File: src/rtl/tx_pkg.sv
// ---------------------------------------------------------------------------
// tx_pkg
// Shared definitions for the UART transmit-side arbiter:
//   - arbiter FSM one-hot state encoding
//   - TX core one-hot state constants (as observed on tx_state_i)
//   - default configuration constants
//   - round-robin index wrap helper
// ---------------------------------------------------------------------------
package tx_pkg;

    // Arbiter states, one-hot
    typedef enum logic [3:0] {
        ARB_IDLE  = 4'b0001,
        ARB_XFER  = 4'b0010,
        ARB_DRAIN = 4'b0100,
        ARB_GAP   = 4'b1000
    } arb_state_e;

    // TX core states, one-hot; INTERVAL means the line is idle between frames
    localparam logic [4:0] TX_INTERVAL = 5'b0_0001;
    localparam logic [4:0] TX_STARTBIT = 5'b0_0010;
    localparam logic [4:0] TX_DATABITS = 5'b0_0100;
    localparam logic [4:0] TX_PARITY   = 5'b0_1000;
    localparam logic [4:0] TX_STOPBIT  = 5'b1_0000;

    // Default configuration
    localparam int DEF_NUM_REQ       = 4;
    localparam int DEF_GAP_W         = 4;
    localparam int DEF_TIMEOUT_TICKS = 16;

    // Index of the requester 'off' positions after 'base', wrapping at n
    function automatic int rr_wrap(input int base, input int off, input int n);
        return (base + off) % n;
    endfunction

endpackage

File: src/rtl/tx_frame_arbiter_rr_pick.sv
// ---------------------------------------------------------------------------
// rr_pick
// Combinational round-robin winner selection. The search starts at the
// requester after 'last' and wraps, so the most recently served requester
// has the lowest priority.
// Ports:
//   req    in  N   request vector
//   last   in  IW  index of the previously granted requester
//   onehot out N   one-hot winner (0 when no request)
//   idx    out IW  winner index (0 when no request)
//   any    out 1   at least one request present
// ---------------------------------------------------------------------------
module rr_pick
    import tx_pkg::*;
#(
    parameter int N  = 4,
    parameter int IW = 2
) (
    input  logic [N-1:0]  req,
    input  logic [IW-1:0] last,
    output logic [N-1:0]  onehot,
    output logic [IW-1:0] idx,
    output logic          any
);

    always_comb begin
        onehot = '0;
        idx    = '0;
        any    = 1'b0;
        // off = N lands back on 'last' itself, so a lone requester always wins
        for (int off = 1; off <= N; off++) begin
            if (!any && req[IW'(rr_wrap(int'(last), off, N))]) begin
                any                                     = 1'b1;
                onehot[IW'(rr_wrap(int'(last), off, N))] = 1'b1;
                idx                                     = IW'(rr_wrap(int'(last), off, N));
            end
        end
    end

endmodule

File: src/rtl/tx_frame_arbiter.sv
// ---------------------------------------------------------------------------
// tx_frame_arbiter
// Frame-level round-robin arbiter sharing one UART TX path between NUM_REQ
// byte-stream requesters. A granted requester streams bytes into the TX FIFO
// until its last byte; the arbiter then waits for the FIFO to empty and the
// TX core to reach INTERVAL, and inserts gap_cfg_i baud ticks of idle line
// before the next grant.
//
// Optional feature macro: TX_ARB_TIMEOUT_EN
//   defined   - a granted requester that stays silent for TIMEOUT_TICKS baud
//               ticks is dropped (abort_o pulse, normal drain/gap follows)
//   undefined - XFER waits indefinitely, abort_o is tied low
//
// Ports:
//   clk, rst       clock, asynchronous active-low reset
//   req_valid_i    per-requester byte valid
//   req_data_i     per-requester byte, requester k at [8k+7:8k]
//   req_last_i     per-requester last-byte-of-frame flag
//   req_ready_o    per-requester byte accepted this cycle
//   fifo_full_i    TX FIFO full
//   fifo_empty_i   TX FIFO empty
//   fifo_wr_o      TX FIFO write strobe
//   fifo_data_o    TX FIFO write data
//   tx_state_i     TX core one-hot state
//   p_BaudSig_i    one-clock baud pulse
//   gap_cfg_i      inter-frame gap in baud ticks, 0 = none
//   grant_o        one-hot current grant, 0 when none
//   busy_o         arbiter not idle
//   frame_done_o   one-clock pulse when a frame slot completes
//   abort_o        one-clock pulse on stall timeout
// ---------------------------------------------------------------------------
module tx_frame_arbiter
    import tx_pkg::*;
#(
    parameter int NUM_REQ       = DEF_NUM_REQ,
    parameter int GAP_W         = DEF_GAP_W,
    parameter int TIMEOUT_TICKS = DEF_TIMEOUT_TICKS
) (
    input  logic                 clk,
    input  logic                 rst,
    input  logic [NUM_REQ-1:0]   req_valid_i,
    input  logic [8*NUM_REQ-1:0] req_data_i,
    input  logic [NUM_REQ-1:0]   req_last_i,
    output logic [NUM_REQ-1:0]   req_ready_o,
    input  logic                 fifo_full_i,
    input  logic                 fifo_empty_i,
    output logic                 fifo_wr_o,
    output logic [7:0]           fifo_data_o,
    input  logic [4:0]           tx_state_i,
    input  logic                 p_BaudSig_i,
    input  logic [GAP_W-1:0]     gap_cfg_i,
    output logic [NUM_REQ-1:0]   grant_o,
    output logic                 busy_o,
    output logic                 frame_done_o,
    output logic                 abort_o
);

    localparam int IDX_W = (NUM_REQ > 1) ? $clog2(NUM_REQ) : 1;

    if (NUM_REQ < 2 || NUM_REQ > 8) begin : g_bad_num_req
        $error("tx_frame_arbiter: NUM_REQ must be 2..8");
    end
    if (TIMEOUT_TICKS < 1) begin : g_bad_timeout
        $error("tx_frame_arbiter: TIMEOUT_TICKS must be >= 1");
    end

    arb_state_e             state, state_nxt;
    logic [NUM_REQ-1:0]     grant, grant_nxt;
    logic [IDX_W-1:0]       gidx, gidx_nxt;
    logic [IDX_W-1:0]       last, last_nxt;
    logic [GAP_W-1:0]       gap_cnt, gap_nxt;
    logic                   done, done_nxt;

    logic [NUM_REQ-1:0]     pick_oh;
    logic [IDX_W-1:0]       pick_idx;
    logic                   pick_any;

    logic [NUM_REQ-1:0][7:0] data_arr;
    logic                   vld_g;
    logic                   last_g;
    logic                   accept;
    logic                   tx_idle;
    logic                   timeout_hit;

    rr_pick #(
        .N  (NUM_REQ),
        .IW (IDX_W)
    ) u_pick (
        .req    (req_valid_i),
        .last   (last),
        .onehot (pick_oh),
        .idx    (pick_idx),
        .any    (pick_any)
    );

    assign data_arr = req_data_i;
    assign vld_g    = req_valid_i[gidx];
    assign last_g   = req_last_i[gidx];
    assign accept   = (state == ARB_XFER) && vld_g && !fifo_full_i;
    // Transmitter has nothing queued and the line is between frames
    assign tx_idle  = fifo_empty_i && (tx_state_i == TX_INTERVAL);

    // Datapath: bytes flow straight through from the granted requester
    assign fifo_wr_o    = accept;
    assign req_ready_o  = grant & {NUM_REQ{accept}};
    assign fifo_data_o  = data_arr[gidx];
    assign grant_o      = grant;
    assign busy_o       = (state != ARB_IDLE);
    assign frame_done_o = done;

`ifdef TX_ARB_TIMEOUT_EN
    localparam int STALL_W = $clog2(TIMEOUT_TICKS + 1);

    logic [STALL_W-1:0] stall_cnt;
    logic               abort_q;

    // Only silence from the requester counts; FIFO backpressure does not
    assign timeout_hit = (state == ARB_XFER) && !vld_g && p_BaudSig_i &&
                         (stall_cnt == STALL_W'(TIMEOUT_TICKS - 1));

    always_ff @(posedge clk or negedge rst) begin
        if (!rst) begin
            stall_cnt <= '0;
            abort_q   <= 1'b0;
        end else begin
            abort_q <= timeout_hit;
            if (state != ARB_XFER || accept || timeout_hit)
                stall_cnt <= '0;
            else if (!vld_g && p_BaudSig_i)
                stall_cnt <= stall_cnt + 1'b1;
        end
    end

    assign abort_o = abort_q;
`else
    assign timeout_hit = 1'b0;
    assign abort_o     = 1'b0;
`endif

    // State register
    always_ff @(posedge clk or negedge rst) begin
        if (!rst) begin
            state   <= ARB_IDLE;
            grant   <= '0;
            gidx    <= '0;
            last    <= IDX_W'(NUM_REQ - 1);
            gap_cnt <= '0;
            done    <= 1'b0;
        end else begin
            state   <= state_nxt;
            grant   <= grant_nxt;
            gidx    <= gidx_nxt;
            last    <= last_nxt;
            gap_cnt <= gap_nxt;
            done    <= done_nxt;
        end
    end

    // Next-state logic
    always_comb begin
        state_nxt = state;
        grant_nxt = grant;
        gidx_nxt  = gidx;
        last_nxt  = last;
        gap_nxt   = gap_cnt;
        done_nxt  = 1'b0;

        case (state)
            ARB_IDLE: begin
                if (pick_any) begin
                    grant_nxt = pick_oh;
                    gidx_nxt  = pick_idx;
                    last_nxt  = pick_idx;
                    state_nxt = ARB_XFER;
                end
            end

            ARB_XFER: begin
                if (accept && last_g) begin
                    grant_nxt = '0;
                    state_nxt = ARB_DRAIN;
                end else if (timeout_hit) begin
                    grant_nxt = '0;
                    state_nxt = ARB_DRAIN;
                end
            end

            ARB_DRAIN: begin
                if (tx_idle) begin
                    if (gap_cfg_i == '0) begin
                        done_nxt  = 1'b1;
                        state_nxt = ARB_IDLE;
                    end else begin
                        // Gap length is latched here; later edits don't
                        // affect the gap already in progress
                        gap_nxt   = gap_cfg_i;
                        state_nxt = ARB_GAP;
                    end
                end
            end

            ARB_GAP: begin
                if (p_BaudSig_i) begin
                    // <= 1 also covers a zero count so GAP can never stick
                    if (gap_cnt <= GAP_W'(1)) begin
                        gap_nxt   = '0;
                        done_nxt  = 1'b1;
                        state_nxt = ARB_IDLE;
                    end else begin
                        gap_nxt = gap_cnt - 1'b1;
                    end
                end
            end

            default: begin
                grant_nxt = '0;
                state_nxt = ARB_IDLE;
            end
        endcase
    end

endmodule

File: config.mk
export PLATFORM = sky130hd
export DESIGN_NAME = tx_frame_arbiter
export DESIGN_NICKNAME = d
export VERILOG_FILES = /design/src/rtl/tx_pkg.sv /design/src/rtl/tx_frame_arbiter_rr_pick.sv /design/src/rtl/tx_frame_arbiter.sv
export SDC_FILE = /design/constraint.sdc
export NUM_CORES = 1
export LEC_CHECK = 0
export CAP_MARGIN = 15
export CORE_AREA = 2 2 64 72
export DETAILED_ROUTE_END_ITERATION = 12
export DIE_AREA = 0 0 66 74
export PLACE_DENSITY = 0.8
export SYNTH_ARGS = -nofsm -noshare
export SYNTH_HDL_FRONTEND = slang
export SYNTH_HIERARCHICAL = 1
export SYNTH_SLANG_ARGS = --single-unit
File: constraint.sdc
create_clock -name clk -period 4.2 [get_ports clk]
set_input_delay 0.84 -clock clk [delete_from_list [all_inputs] [get_ports clk]]
set_output_delay 0.84 -clock clk [all_outputs]
set_load 0.01 [all_outputs]
# == Yosys cells after proc, flatten, opt, wreduce, memory -nomap -nowiden ==
# Cells that the tools add are included.
# word_totals
reg_bits,17
latch_bits,0
mem_bits_rw,0
mem_bits_ro,0
input_bits,54
word_cells,118
memories,0
# op_classes
add_sub_neg,5
n_mul,0
div,0
n_lt_le_gt_ge,10
n_eq_ne,12
n_shift,0
n_mux,58
bitwise_logic,5
n_reduce_logical,22
# op_table
cell,count
$mux W4,16
$mux W1,22
$bmux W8 S2,1
$lt A2 B4 Y1 const B,4
$pmux W4 S4,1
$bmux W1 S2,6
$or A4 B4 Y4,3
$pmux W4 S3,1
$logic_and A1 B1 Y1,11
$ne A2 B2 Y1 const B,5
$demux W1 S2,4
$ge A2 B1 Y1 const B,4
$mux W2,4
$mux W8,1
$pmux W4 S2,1
$eq A5 B1 Y1 const B,1
$reduce_and A5 Y1,1
$add A2 B1 Y2 const B,2
$add A2 B2 Y2 const B,2
$and A4 B4 Y4,1
$eq A4 B1 Y1 const B,1
$eq A4 B2 Y1 const B,1
$eq A4 B3 Y1 const B,1
$eq A4 B4 Y1 const B,1
14 further kinds,17

# == Longest topological paths before layout ==
# Gate-level depths: netlist (run 1).
# depth
word_depth,16
depth_mapped,10
mapped_depth_nobuf,8

# == Modules after synthesis ==
# The synthesis (run 1) kept the hierarchy.
# by_module_without_submodules
mod,instances,cells_each,area_each_um2,seq_area_each_um2
tx_frame_arbiter,1,125,1307.5,429.2
rr_pick,1,54,475.5,0.0

# == Least setup slack after synthesis (run 1) ==
# No wires, ideal clock.
# synth_timing
path_type,reg-to-reg
from,register last[1]
to,"register grant[0], in the netlist grant_o[0]"
setup_ns,0.090
arrival_ns,3.109
required_time_ns,4.110
setup_slack_ns,1.001
path_stages_with_launch,11
path_buffers,2
period_less_slack_ns,3.199
cell_sequence,dfstp_2 > clkbuf_1 > inv_1 > ha_1 > clkbuf_1 > mux4_2 > or2_1 > or3_1 > o22a_1 > or2_4 > o221ai_1
# synth_between
elab_chain_len,16
word_cells_on_any_way,57
classes_between,4 x add/sub; 8 x order compare; 1 x eq/ne; 30 x mux; 3 x bitwise; 11 x reduce/logical
# synth_lines
item,line,source
from (decl),tx_frame_arbiter.sv:70,"logic [IDX_W-1:0] last, last_nxt;"
from (signal assigned),tx_frame_arbiter.sv:146,last <= IDX_W'(NUM_REQ - 1);
from (signal assigned),tx_frame_arbiter.sv:153,last <= last_nxt;
$add A2 B1 Y2,tx_pkg.sv:33,return (base + off) % n;
$bmux W1 S2,tx_frame_arbiter_rr_pick.sv:32,"if (!any && req[IW'(rr_wrap(int'(last), off, N))]) begin"
$mux W1 (not written as such) (2 in series),tx_frame_arbiter_rr_pick.sv:32,
$mux W1,tx_frame_arbiter_rr_pick.sv:32,
$logic_not A1 Y1,tx_frame_arbiter_rr_pick.sv:32,
$logic_and A1 B1 Y1,tx_frame_arbiter_rr_pick.sv:32,
$mux W1,tx_frame_arbiter_rr_pick.sv:32,
$logic_not A1 Y1,tx_frame_arbiter_rr_pick.sv:32,
$logic_and A1 B1 Y1,tx_frame_arbiter_rr_pick.sv:32,
$mux W1,tx_frame_arbiter_rr_pick.sv:32,
$logic_not A1 Y1,tx_frame_arbiter_rr_pick.sv:32,
$logic_and A1 B1 Y1,tx_frame_arbiter_rr_pick.sv:32,
$mux W1 (*),tx_frame_arbiter_rr_pick.sv:32,
net pick_any,tx_frame_arbiter.sv:76,logic pick_any;
$ne A2 B2 Y1 (no line) (*),n/a,
$reduce_and A3 Y1 (no line) (*),n/a,
to (signal assigned),tx_frame_arbiter.sv:151,grant <= grant_nxt;
to (decl),tx_frame_arbiter.sv:68,"logic [NUM_REQ-1:0] grant, grant_nxt;"
# The timed path passes the listed nets; every way through them passes the cells marked *. The select of a mux whose other input is x is not followed.
# A chain may end at the register's enable or synchronous reset.

# == Worst setup path in the final report (run 1) ==
# layout_timing
from,input req_valid_i[2]
to,output req_ready_o[0]
# layout_between
elab_chain_len,5
# layout_lines
item,line,source
from (decl),tx_frame_arbiter.sv:41,"input logic [NUM_REQ-1:0] req_valid_i,"
$bmux W1 S2,tx_frame_arbiter.sv:97,assign vld_g = req_valid_i[gidx];
$mux W1 (not written as such),tx_frame_arbiter.sv:97,
$logic_and A1 B1 Y1 (2 in series),tx_frame_arbiter.sv:99,assign accept = (state == ARB_XFER) && vld_g && !fifo_full_i;
$and A4 B4 Y4,tx_frame_arbiter.sv:105,assign req_ready_o = grant & {NUM_REQ{accept}};
to (decl),tx_frame_arbiter.sv:44,"output logic [NUM_REQ-1:0] req_ready_o,"
# Every way passes these cells. The select of a mux whose other input is x is not followed.

==> out/metrics.csv, run 1 <==
metric,value,unit
r2r-end,grant_o[1],
fp.dieW,66,um
rr_startpoint,last[0],
period_share,0.868,
synth_area,1780,um2
seq_area,429,um2
fp.dieArea,4880,um2
relSlewSlack,0.507,
pwr-share-seq,0.272,
hold_viol_final,0,
max_cap_violations,0,
multiInputGateArea,1250,um2
row_count,25,
die_h,74,um
clock_sinks,17,
internal-power,0.798,mW
cts-buffers-inserted,3,
yosys_warnings,6,
reg2reg_slack,840,ps
synthArstFlopShare,1.00,
setup_violations,0,
first_iter_violations,79,
cts_resized,0,
cts_root_buffer,clkbuf_8,
insertion_delay,250,ps
mostFrequentLayoutCells,"72 x clkdlybuf4s50_1, 16 x nand2_1, 14 x dfrtp_1",
hold_path.class,reg2reg,
grt_pass1_wl,7220,um
switching_power,0.607,mW
required,3360,ps
drv_slew,0,
vias_per_cell,5.70,
start_kind,input pin,
worstSetupPathType,in2out,
drc,0,
syn_nets,243,
antenna_found_initial,0,
routed_wl,4570,um
post_cts_buffers,0,
critPathCaptureType,output port,
port_buffers,72,
area_delta_synth_final,43.3,%
drive_above_1_share,0.135,
fin_crit,3650,ps
dpl_cell_area,2510,um2
grt_pass1_vias,1592,
synth_edf_count,0,
ant_nets,0,
status,finished clean,
arrival,2810,ps
p_leak,0.952,nW
nFillCells,374,
combPwrFrac,0.642,
holdPathStages,1,
final_common_cell,clkdlybuf4s50_1,
finalSetupTns,0,ps
crit_fanout,7,
clkTransAtPathRegs,60,ps
ys_seq_elements,17,
nets,309,
hold_end,gap_cnt[1],
rsz0062_at_grt,false,
clockBufferDepth,2,
core_area,4190,um2
final_area,2550,um2
wl_per_cell,15.3,um
diodes,0,
hold_buffers,0,
grt_max_degree,18,
grt_usage,0.187,
syn_area_per_cell,9.96,um2
syn_inst,179,
synthFlopType,dfrtp_1,
vias,1700,
clockPowerShare,0.086,
ff2ff_path_depth,8,
hp-start,gap_cnt[1],
ios,74,
dp.final_hpwl,3660,um
swShare,0.432,
fmaxAchievable,274,MHz
synth.distinct_cells,56,
grt_overflow,0,
tightest_slew,738,ps
yosysSeqAreaShare,0.241,
p_per_area,550,nW/um2
cts_tree,yes,
fin_skew,1.76,ps
htreeDepth,1,
drtPass1Iterations,5,
gp_congestion,0.827,
ir_drop,0.282,mV
initial_utilization,0.425,
==> sequential cells by signal (all words and copies together) (netlist names) <==
| register | count |
|---|---|
| last | 2 |
| gap_cnt | 4 |
| grant_o | 4 |
| state | 4 |
| gidx | 2 |
| frame_done_o | 1 |
==> metal layers <==
layer	GRT usage	vias up	wire (um)
met5	0	-	0
met4	0.0544	0	60
met3	0.0182	6	180
met2	0.325	46	2390
met1	0.250	828	1940
li1	-	820	-
==> power by group through the flow <==
stage | sequential, mW | clock, mW | combinational, mW
2_1_floorplan | 0.282 | 0 | 0.708
3_3_place_gp | 0.382 | 0 | 0.886
3_5_place_dp | 0.383 | 0 | 0.896
4_1_cts | 0.383 | 0.123 | 0.903
5_1_grt | 0.404 | 0.130 | 0.978
6_report | 0.381 | 0.121 | 0.902
==> synthesized netlist by cell type (all sizes together), types with 3 or more instances <==
cell    instances  area (um2)
nor4b           6        77.6
dfstp           3        78.8
ha             10         125
mux2           11         124
buf             7        46.3
o21ai          14        70.1
inv            12        45.0
nor2            6        30.0
nand2          16        60.1
o211ai          5        37.5
o221ai          5        43.8
dfrtp          14         350
a22oi           5        37.5
mux4           13         297
a21oi           4        20.0
clkbuf          4        15.0
or4             3        22.5
nor2b           4        25.0
nor3            5        25.0
==> area by class of cell <==
type                    count  area share
repair buffers             72       0.282
flip-flops and latches     17       0.168
inverters                  12      0.0176
clock buffers               4      0.0176
multi-input cells         139       0.488
well taps                  54      0.0264
==> worst max-delay path: stages <==
cell and delay [ps]:
clkdlybuf4s50_1 510, mux2_1 320, a22oi_1 510, nor3_1 120, clkdlybuf4s50_1 510
==> how the worst max path moves through the flow <==
stage | start | to | slack, ps
after global routing | req_valid_i[3] | req_ready_o[0] | 470
final | req_valid_i[2] | req_ready_o[0] | 550
after floorplan | last[1] | grant_o[0] | 1000
after detailed placement | req_valid_i[3] | req_ready_o[0] | 560
after global placement | req_valid_i[3] | req_ready_o[0] | 640
after CTS | req_valid_i[3] | req_ready_o[0] | 550
==> through the flow <==
stage               setup slack [ps]  hold slack [ps]  cells  power, mW  utilization
global placement                 644              543    294       1.27        0.599
floorplan                       1000              518    179      0.990            -
finish                           555              554    298       1.40        0.610
detailed placement               559              541    294       1.28        0.599
CTS                              550              556    298       1.41        0.610
global route                     475              584    298       1.51        0.610
==> cells by family after synthesis <==
| group | synth area share |
|---|---|
| XOR/XNOR | 0.00491 |
| buffers and inverters | 0.0596 |
| multiplexers | 0.241 |
| other | 0.00210 |
| AO/OA/AOI/OAI | 0.190 |
| flip-flops | 0.241 |
| adder cells (fa/ha/maj) | 0.0702 |
| AND/OR/NAND/NOR | 0.191 |
Note: power is estimated with default switching activity, not from simulation.
==> run 2, diff against run 1 <==
Settings changed: CORE_AREA 2 2 64 72 to 2 2 54 61, CTS_CLUSTER_DIAMETER set to 150, DIE_AREA 0 0 66 74 to 0 0 56 63, DONT_BUFFER_PORTS set to 1, PLACE_DENSITY 0.8 to 0.77.
==> out/metrics.csv, run 2 (synthesized netlist as in run 1, its figures left out) <==
metric,value,unit,change
start_kind,flop,,was input pin
cts_resized,0,,unchanged
crit_fanout,14,,was 7
drive_above_1_share,0.198,,was 0.135
rsz0062_at_grt,false,,unchanged
p_leak,0.670,nW,was 0.952 nW
max_cap_violations,0,,unchanged
critPathSlowestCell,dfstp_2,,was clkdlybuf4s50_1
nets,237,,was 309
dp_cells,202,,was 294
status,finished clean,,unchanged
area_delta_synth_final,0.491,%,was 43.3%
fin_skew,2.98,ps,was 1.76 ps
period_share,0.786,,was 0.868
grt_usage,0.237,,was 0.187
core_area,2940,um2,was 4190 um2
drv_slew,0,,unchanged
drc,0,,unchanged
row_count,21,,was 25
critPathCaptureType,flop,,was output port
path_delay_family,simple AND/OR/NAND/NOR gates,,was buffers and inverters
ios,74,,unchanged
dp.final_hpwl,3400,um,was 3660 um
hold_viol_final,0,,unchanged
antenna_found_initial,0,,unchanged
relSlewSlack,0.585,,was 0.507
grt_pass1_vias,1444,,"was 1,592"
fin_crit,3300,ps,was 3650 ps
vias,1468,,"was 1,700"
diodes,0,,unchanged
cts_tree,yes,,unchanged
gp_congestion,0.889,,was 0.827
drtPass1Iterations,4,,was 5
worstSetupPathType,reg2reg,,was in2out
vias_per_cell,7.13,,was 5.70
first_iter_violations,53,,was 79
clock_sinks,17,,unchanged
setup_violations,0,,unchanged
mostFrequentLayoutCells,"16 x nand2_1, 14 x dfrtp_1, 12 x mux4_2",,"was 72 x clkdlybuf4s50_1, 16 x nand2_1, 14 x dfrtp_1"
hold_path.class,in2async,,was reg2reg
final_common_cell,nand2_1,,was clkdlybuf4s50_1
grt_overflow,0,,unchanged
wl_per_cell,20.7,um,was 15.3 um
port_buffers,0,,was 72
clockBufferDepth,2,,unchanged
tightest_slew,623,ps,was 738 ps
routed_wl,4260,um,was 4570 um
cts-buffers-inserted,3,,unchanged
nFillCells,255,,was 374
fp.dieW,56,um,was 66 um
insertion_delay,290,ps,was 250 ps
fp.dieArea,3530,um2,was 4880 um2
clkTransAtPathRegs,100,ps,was 60 ps
path_cells,"inv_1, ha_1, mux4_2, or2_1, or3_1, o22a_1, or2_4, o221ai_1",,"was clkdlybuf4s50_1, mux2_1, a22oi_1, nor3_1, clkdlybuf4s50_1"
ant_nets,0,,unchanged
required,4410,ps,was 3360 ps
grt_max_degree,18,,unchanged
grt_pass1_wl,6700,um,was 7220 um
p_per_area,673,nW/um2,was 550 nW/um2
fmaxAchievable,303,MHz,was 274 MHz
initial_utilization,0.606,,was 0.425
cts_root_buffer,clkbuf_4,,was clkbuf_8
htreeDepth,1,,unchanged
fin_cells,206,,was 298
hold_slack,225,ps,was 554 ps
finalSetupTns,0,ps,unchanged
max_stage_delay,730,ps,was 510 ps
arrival,3510,ps,was 2810 ps
hold_buffers,0,,unchanged
cp_num_buf_inv,1,,was 2
ir_drop,0.334,mV,was 0.282 mV
die_h,63,um,was 74 um
post_cts_buffers,0,,unchanged
[run 2: changes by cell type in the layout (fill, tap and decap cells not counted)]
cell             previous run  this run
clkbuf_4                    0         3
clkbuf_1                    1         0
clkbuf_8                    3         0
clkdlybuf4s50_1            72         0
clkinv_2                    0         1
[run 2: routing by layer]
layer | routed length (um) | part of all wire | vias to the layer above | GRT usage
li1 | - | - | 674 | -
met1 | 1650 | 0.39 | 736 | 0.289
met2 | 2360 | 0.55 | 52 | 0.428
met3 | 199 | 0.047 | 6 | 0.0207
met4 | 51 | 0.012 | 0 | 0.0893
met5 | 0 | 0 | - | 0
[run 2: cell type report]
type,instances,area (um2),area share
multi-input combinational,139,1250,0.696
sequential,17,429,0.240
inverter,12,45.0,0.0251
tap,34,42.5,0.0237
clock buffer,3,22.5,0.0126
clock inverter,1,5.00,0.00279
[run 2: final timing paths]
kind | endpoint | from | cells past startpoint | slack (ps)
max in group asynchronous | last[0] | rst | 0 | 3800
min in group clk | gap_cnt[1] | gap_cnt[1] | 1 | 590
hold / removal | gidx[1] | rst | 0 | 230
setup / recovery | grant_o[0] | last[0] | 8 | 900
hold reg to reg | gap_cnt[1] | gap_cnt[1] | 1 | 590
setup reg to reg | grant_o[0] | last[0] | 8 | 900
[run 2: worst register-to-register path, stage by stage, from the launching register on]
cell	delay [ps]
dfstp_2	730
inv_1	180
ha_1	450
mux4_2	460
or2_1	300
or3_1	370
o22a_1	280
or2_4	260
o221ai_1	180
[run 2: where the power goes]
| part | total [mW] | switching (mW) | leakage (nW) | internal (mW) |
|---|---|---|---|---|
| Combinational | 0.726 | 0.371 | 0.437 | 0.355 |
| Clock | 0.0890 | 0.0535 | 0.0177 | 0.0355 |
| Sequential | 0.390 | 0.159 | 0.215 | 0.231 |
| Total | 1.21 | 0.584 | 0.670 | 0.622 |
[run 2: per-stage QoR]
stage	power (mW)	worst slack, ps	util	cell area (um2)
after global placement	1.09	1030	0.599	1760
after detailed placement	1.12	920	0.599	1760
after floorplan	0.990	1000	-	1780
after global routing	1.29	680	0.609	1790
final	1.21	899	0.609	1790
after CTS	1.21	902	0.609	1790
